===== config.mk =====
export PLATFORM = sky130hd
export DESIGN_NAME = adat_frame_sequencer
export DESIGN_NICKNAME = d
export VERILOG_FILES = /design/src/rtl/adat_frame_sequencer.sv
export SDC_FILE = /design/constraint.sdc
export NUM_CORES = 1
export LEC_CHECK = 0
export ABC_CLOCK_PERIOD_IN_PS = 3100
export BUFFER_PORTS_ARGS = -buffer_cell sky130_fd_sc_hd__buf_2
export CORE_ASPECT_RATIO = 1.1
export CORE_MARGIN = 1
export CORE_UTILIZATION = 61
export CTS_BUF_LIST = sky130_fd_sc_hd__clkbuf_16
export DETAILED_ROUTE_END_ITERATION = 16
export HOLD_SLACK_MARGIN = 0.12
export PLACE_DENSITY = 0.91
export SYNTH_ARGS = -nofsm -noshare
export SYNTH_HDL_FRONTEND = slang
export SYNTH_SLANG_ARGS = --single-unit

===== constraint.sdc =====
create_clock -name refclk -period 3.1 [get_ports refclk]
set_input_delay 0.155 -clock refclk [delete_from_list [all_inputs] [get_ports refclk]]
set_output_delay 0.155 -clock refclk [all_outputs]
set_load 0.1 [all_outputs]

===== src/rtl/adat_frame_sequencer.sv =====
// ADAT frame sequencer: hunts for frame sync, walks the 256-bit frame, checks
// the separator bits and delivers 8 x 24-bit samples plus 4 user bits per frame.
module adat_frame_sequencer #(
  parameter int unsigned TIMEOUT     = 32,
  parameter int unsigned LOCK_FRAMES = 2
) (
  input  logic        refclk,
  input  logic        reset_n,
  input  logic        bit_valid,
  input  logic        din,
  output logic [23:0] sample,
  output logic [2:0]  channel,
  output logic        sample_valid,
  output logic [3:0]  user,
  output logic        user_valid,
  output logic        frame_start,
  output logic        locked,
  output logic        sync_err
);

  localparam int unsigned WdW = $clog2(TIMEOUT + 1);

  typedef enum logic [1:0] {StHunt, StData, StSyncChk} state_e;

  state_e         state_q, state_d;
  logic [3:0]     zcnt_q, zcnt_d;
  logic [2:0]     bit_q, bit_d;
  logic [5:0]     grp_q, grp_d;
  logic [2:0]     nib_q, nib_d;     // nibble index within the current channel
  logic [2:0]     chan_q, chan_d;   // channel currently being assembled
  logic [23:0]    shift_q, shift_d;
  logic [3:0]     ushift_q, ushift_d;
  logic [2:0]     good_q, good_d;
  logic [WdW-1:0] wd_q, wd_d;
  logic [23:0]    sample_q, sample_d;
  logic [2:0]     channel_q, channel_d;
  logic [3:0]     user_q, user_d;
  logic           locked_q, locked_d;
  logic           sv_q, sv_d;
  logic           uv_q, uv_d;
  logic           fs_q, fs_d;
  logic           err_q, err_d;
  logic           timeout;
  logic [2:0]     good_inc;

  assign good_inc = (good_q < 3'(LOCK_FRAMES)) ? good_q + 3'd1 : good_q;
  // Fires on the cycle the idle counter would reach TIMEOUT.
  assign timeout  = !bit_valid && (wd_q == WdW'(TIMEOUT - 1));

  // Next-state logic: watchdog, sync hunt, data walk and sync check.
  always_comb begin
    state_d   = state_q;
    zcnt_d    = zcnt_q;
    bit_d     = bit_q;
    grp_d     = grp_q;
    nib_d     = nib_q;
    chan_d    = chan_q;
    shift_d   = shift_q;
    ushift_d  = ushift_q;
    good_d    = good_q;
    sample_d  = sample_q;
    channel_d = channel_q;
    user_d    = user_q;
    locked_d  = locked_q;
    sv_d      = 1'b0;
    uv_d      = 1'b0;
    fs_d      = 1'b0;
    err_d     = 1'b0;

    if (bit_valid) begin
      wd_d = '0;
    end else if (wd_q != WdW'(TIMEOUT)) begin
      wd_d = wd_q + 1'b1;
    end else begin
      wd_d = wd_q;
    end

    if (timeout) begin
      zcnt_d = 4'd0;
      if (state_q != StHunt) begin
        err_d    = 1'b1;
        locked_d = 1'b0;
        good_d   = 3'd0;
        state_d  = StHunt;
      end
    end else if (bit_valid) begin
      case (state_q)
        StHunt: begin
          if (din) begin
            zcnt_d = 4'd0;
            if (zcnt_q >= 4'd10) begin
              state_d = StData;
              fs_d    = 1'b1;
              bit_d   = 3'd0;
              grp_d   = 6'd0;
              nib_d   = 3'd0;
              chan_d  = 3'd0;
            end
          end else if (zcnt_q != 4'd15) begin
            zcnt_d = zcnt_q + 4'd1;
          end
        end
        StData: begin
          if (bit_q != 3'd4) begin
            if (grp_q == 6'd0) ushift_d = {ushift_q[2:0], din};
            else               shift_d  = {shift_q[22:0], din};
            bit_d = bit_q + 3'd1;
          end else if (!din) begin
            // Broken separator; this zero already counts toward the next sync.
            err_d    = 1'b1;
            locked_d = 1'b0;
            good_d   = 3'd0;
            state_d  = StHunt;
            zcnt_d   = 4'd1;
          end else begin
            bit_d = 3'd0;
            grp_d = grp_q + 6'd1;
            if (grp_q == 6'd0) begin
              user_d = ushift_q;
              uv_d   = locked_q;
            end else if (nib_q == 3'd5) begin
              sample_d  = shift_q;
              channel_d = chan_q;
              sv_d      = locked_q;
              nib_d     = 3'd0;
              chan_d    = chan_q + 3'd1;
            end else begin
              nib_d = nib_q + 3'd1;
            end
            if (grp_q == 6'd48) begin
              state_d = StSyncChk;
              zcnt_d  = 4'd0;
            end
          end
        end
        StSyncChk: begin
          if (!din) begin
            if (zcnt_q == 4'd10) begin
              err_d    = 1'b1;
              locked_d = 1'b0;
              good_d   = 3'd0;
              state_d  = StHunt;
              zcnt_d   = 4'd1;
            end else begin
              zcnt_d = zcnt_q + 4'd1;
            end
          end else if (zcnt_q == 4'd10) begin
            good_d = good_inc;
            if (good_inc == 3'(LOCK_FRAMES)) locked_d = 1'b1;
            fs_d    = 1'b1;
            state_d = StData;
            zcnt_d  = 4'd0;
            bit_d   = 3'd0;
            grp_d   = 6'd0;
            nib_d   = 3'd0;
            chan_d  = 3'd0;
          end else begin
            err_d    = 1'b1;
            locked_d = 1'b0;
            good_d   = 3'd0;
            state_d  = StHunt;
            zcnt_d   = 4'd0;
          end
        end
        default: state_d = StHunt;
      endcase
    end
  end

  // State and output registers.
  always_ff @(posedge refclk or negedge reset_n) begin
    if (!reset_n) begin
      state_q   <= StHunt;
      zcnt_q    <= '0;
      bit_q     <= '0;
      grp_q     <= '0;
      nib_q     <= '0;
      chan_q    <= '0;
      shift_q   <= '0;
      ushift_q  <= '0;
      good_q    <= '0;
      wd_q      <= '0;
      sample_q  <= '0;
      channel_q <= '0;
      user_q    <= '0;
      locked_q  <= 1'b0;
      sv_q      <= 1'b0;
      uv_q      <= 1'b0;
      fs_q      <= 1'b0;
      err_q     <= 1'b0;
    end else begin
      state_q   <= state_d;
      zcnt_q    <= zcnt_d;
      bit_q     <= bit_d;
      grp_q     <= grp_d;
      nib_q     <= nib_d;
      chan_q    <= chan_d;
      shift_q   <= shift_d;
      ushift_q  <= ushift_d;
      good_q    <= good_d;
      wd_q      <= wd_d;
      sample_q  <= sample_d;
      channel_q <= channel_d;
      user_q    <= user_d;
      locked_q  <= locked_d;
      sv_q      <= sv_d;
      uv_q      <= uv_d;
      fs_q      <= fs_d;
      err_q     <= err_d;
    end
  end

  assign sample       = sample_q;
  assign channel      = channel_q;
  assign sample_valid = sv_q;
  assign user         = user_q;
  assign user_valid   = uv_q;
  assign frame_start  = fs_q;
  assign locked       = locked_q;
  assign sync_err     = err_q;

endmodule


======== After elaboration in Yosys (flattened, before gate mapping) ========
Cells that the tools add are included.
cells by class
  add/sub/neg operators ................... 7
  order comparisons ....................... 2
  eq/ne operators ......................... 28
  multiplexer cells ....................... 95
  bitwise logic cells ..................... 3
  reductions and logical operators ........ 22
operators with widths
  operator                                                               number
  3-bit 2-to-1 mux                                                       22
  6-bit 2-to-1 mux                                                       8
  1-bit 2-to-1 mux                                                       36
  4-bit 2-to-1 mux                                                       9
  3-bit case mux with 3 select lines                                     3
  7-bit AND reduction                                                    3
  2-bit 2-to-1 mux                                                       10
  3-bit != test, second input constant                                   6
  6-bit case mux with 3 select lines                                     1
  2-bit != test, second input constant                                   8
  4-bit != test, second input constant                                   4
  5-bit AND reduction                                                    3
  3-bit by 1-bit adder with 3-bit output, second input constant          4
  6-bit by 1-bit adder with 6-bit output, second input constant          2
  4-bit case mux with 3 select lines                                     1
  6-bit AND reduction                                                    2
  11-bit AND reduction                                                   1
  10-bit AND reduction                                                   1
  9-bit AND reduction                                                    1
  8-bit AND reduction                                                    1
  6-bit by 5-bit equality test with 1-bit output, second input constant  1
  6-bit equality test, second input constant                             1
  6-bit logical NOT                                                      1
  6-bit != test, second input constant                                   1
  other kinds (20)                                                       27
word-level totals
  register bits after elaboration ......... 94
  input port bits ......................... 4
  output and inout bits ................... 36
  logic and storage cells ................. 175

======== Depth between registers and ports, before layout ========
  word-level depth ........................ 9
  depth in mapped cells ................... 9
  gate-level depth less buffers ........... 8

======== Least setup slack after synthesis ========
Ideal clock, no wire load.
  kind .................................... register -> register
  start point ............................. register state_q[0]
  end point ............................... register grp_q[4]
  library setup time ...................... 0.069 ns
  arrival ................................. 1.877 ns
  data required time ...................... 3.031 ns
  path slack .............................. 1.154 ns
  cell stages (with the launch flop) ...... 9
  period minus slack after synthesis ...... 1.946 ns
  path through ............................ dfrtp_1 -> inv_1 -> ha_1 -> buf_6 -> nand2b_1 -> o221ai_1 -> nand3_1 -> or4_1 -> nand3_1
between the ends
  cells in the longest elaborated chain, start to end .. 3
  elaborated cells on any way between the ends .. 12
ends and longest elaborated chain
  element                                                                       line  text
  start: declaration                                                            25    state_e state_q, state_d;
  start signal: assignment                                                      173   state_q <= StHunt;
  start signal: assignment                                                      192   state_q <= state_d;
  2-bit by 1-bit equality test with 1-bit output, or another cell as far along  87    case (state_q)
  2-bit != test (no line) / 3-bit nonzero test (equally long branches)          -
  9-bit AND reduction (no line)                                                 -
  end signal: assignment                                                        195   grp_q <= grp_d;
  end: declaration                                                              28    logic [5:0] grp_q, grp_d;
Parallel ways exist; a longest one is shown, timed or not.
A chain may end at the register's enable or synchronous reset.

======== Worst setup path in the final report ========
  start point ............................. register state_q[1]
  end point ............................... register grp_q[4]
Same word-level chain as after synthesis.

==> metrics <==
# setup viols final=0; most frequent cells in the layout=dfrtp_1 (94), mux2_2 (55), buf_2 (38); worst vdd ir=0.0005892 V; Tmin final=2.542 ns; Design Power=3781 uW; delay-heaviest family, CP=simple AND/OR/NAND/NOR gates; PortBufs=39; DR iter-0 viols=132; Mean Syn Cell Area=12.01 sq um; site row count=32; leak pwr=0.002485 uW; CTS Buf Count=9; largest net degree at the start of global routing=44; final hold vios=0; clock latency on the worst-skew pair=0.33 ns; Worst slew margin=59.10%; routed length per instance=16.80 microns; core box area=7007 sq um; Main synth FF type=dfrtp_1; period utilisation layout=81.99%; Post-CTS Resized=0; fill count=450; CP required=3.37 ns; # nets final=430; Synth Cell Area=4407 sq um; chip height=91.15 microns; area of the die=7569 sq um; DP Wirelength=5897 microns; H-tree depth=3; max-cap viol count=0; R2R setup slack=0.56 ns; Levels on crit path=8; first-pass GRT wire length=14810 microns; vias=3093; initial antenna violation count=0; Worst Hold Endpoint=wd_q[4]; Clk Tree Root Cell=clkbuf_16; Mapped Cells=367; Setup Fix Bufs, Post-CTS=0; layout cell share with drive strength beyond 1=30.84%; R2R Path End=grp_q[4]; commonest non-fill, non-tap cell in the layout=dfrtp_1; overall routing resource usage=24.58%; Hold Path Stages=2; Initial Util=62.89%; CTS sink cnt=94; # IOs=40; crit path cell chain=inv_1 > ha_1 > buf_4 > a21boi_1 > o22ai_1 > nand3_1 > or4_1 > nand3_1; unrepaired setup endpoints after global routing=false; vias in the first global route=3098; fraction of registers with async set/reset=100.0%; status=finished clean; worst slew pin tran=0.6118 ns; final wirelength=8401 microns; grt total ovfl=0; Syn. warnings=0; fmax=0.3935 GHz; vias per cell=6.186; CP dominant cell by count=nand3_1; Min-Delay Path Class=in2reg; Post-route DRC=0; post-route ant nets=0; worst r2r src=state_q[1]; CTS tree=yes; WP buf/inv=2; GPL Wtd Cong=0.9478; critical path's slowest cell=or4_1; CP max stage delay=0.64 ns; Fin Setup TNS=0 ns; # diodes=0; Worst-path clk slew=0.06 ns; post-synthesis sequential area ratio=53.38%; R2R depth=8; hold_sp=bit_valid; Synth Net Count=386; Yosys cell types=68; fin util=71.46%; Post-synth EDFFs=0; critical-path maximum fanout=18; CP Data Arrival Time=2.81 ns; die width=83.04 microns; Startpoint Class=register; Layout Area Growth over Synthesis=13.63%; flops & latches, synth=94; DRT Pass-1 Iters=4; Layout Skew=0.006253 ns; PD cells=755.1 nW/um^2; Crit. End Element=register; Setup CP Type=reg2reg; Slew Limit Fails=0; worst-case clock buffer depth=2
-- sequential cells by signal (all words and copies together) (netlist names) --
signal and flops:
chan_q 3, wd_q 6, sample 24, ushift_q 4, shift_q 24, state_q 2, good_q 3, user_valid 1
bit_q 3, frame_start 1, grp_q 6, sync_err 1, locked 1, nib_q 3, zcnt_q 4, channel 3
sample_valid 1, user 4
-- how the worst max path moves through the flow --
stage	startpoint	endpoint
final	state_q[1]	grp_q[4]
after global routing	state_q[1]	grp_q[4]
after CTS	state_q[1]	grp_q[4]
after detailed placement	state_q[1]	grp_q[4]
after global placement	state_q[1]	grp_q[4]
after floorplan	state_q[0]	grp_q[4]
-- metal layers --
| metal | vias to the layer above | GRT usage [%] | routed length, microns |
|---|---|---|---|
| li1 | 1421 | - | - |
| met2 | 88 | 42.28 | 4351 |
| met4 | 0 | 8.190 | 112 |
| met1 | 1572 | 30.69 | 3637 |
| met3 | 12 | 5.545 | 300 |
| met5 | - | 0 | 0 |
-- power breakdown --
group	switching, uW	internal [uW]	total, uW
Sequential	199	1420	1620
Clock	454	707	1160
Combinational	581	422	1000
-- cells by family after synthesis --
group	synth area share (%)
xor gates and xnor gates	0.7951
DFF	53.38
and+or+nand+nor	13.66
adders and majority gates	4.259
buffers and inverters	3.095
AOI/OAI and AO/OA	9.512
muxes	15.30
-- what timing repair did --
action | 4_1_cts | 5_1_grt
hold endpoints to repair | 41 | 0
setup endpoints to repair | 0 | 0
hold buffers | 1 | 0
-- area by class of cell --
type	instances	area, sq um	area share, %
clock buffer	9	225.2	4.498
inverter	18	67.56	1.349
sequential	94	2352	46.98
clock inverter	6	92.59	1.849
multi-input combinational	243	1918	38.31
timing repair buffer	45	245.2	4.898
tap	85	106.4	2.124
-- Yosys cell counts (all sizes together) (2+ instances only) --
master	count	area share, %
o211ai	2	0.34
and3	5	0.77
nor4	3	0.43
nand3	13	1.6
ha	15	4.3
a21oi	7	0.79
a22oi	2	0.34
clkbuf	4	0.37
nor2	20	1.9
nor3	6	0.68
nor4b	2	0.74
a21boi	2	0.34
o21ai	7	0.79
nand3b	5	0.85
dfrtp	94	53
a31oi	3	0.43
buf	8	1.2
o22ai	4	0.71
or2	2	0.28
o311ai	5	1.2
and2	2	0.34
inv	18	1.5
o221ai	5	0.99
nand2	33	2.8
or4	4	0.68
xor2	2	0.40
nor2b	4	0.57
mux2	59	15
nand2b	3	0.43
a311o	2	0.45
a211o	2	0.40
xnor2	2	0.40
-- per-stage QoR --
step	cell area [sq um]	setup WS [ns]	hold WS, ns	instances
finish	5007	0.5584	0.2169	500
floorplan	4407	1.154	-0.1406	367
global placement	4679	0.7454	0.1557	484
detailed placement	4679	0.6337	0.1574	484
CTS	5007	0.6244	0.2034	500
global route	5007	0.3758	0.2148	500
(Power assumes the default switching activity.)
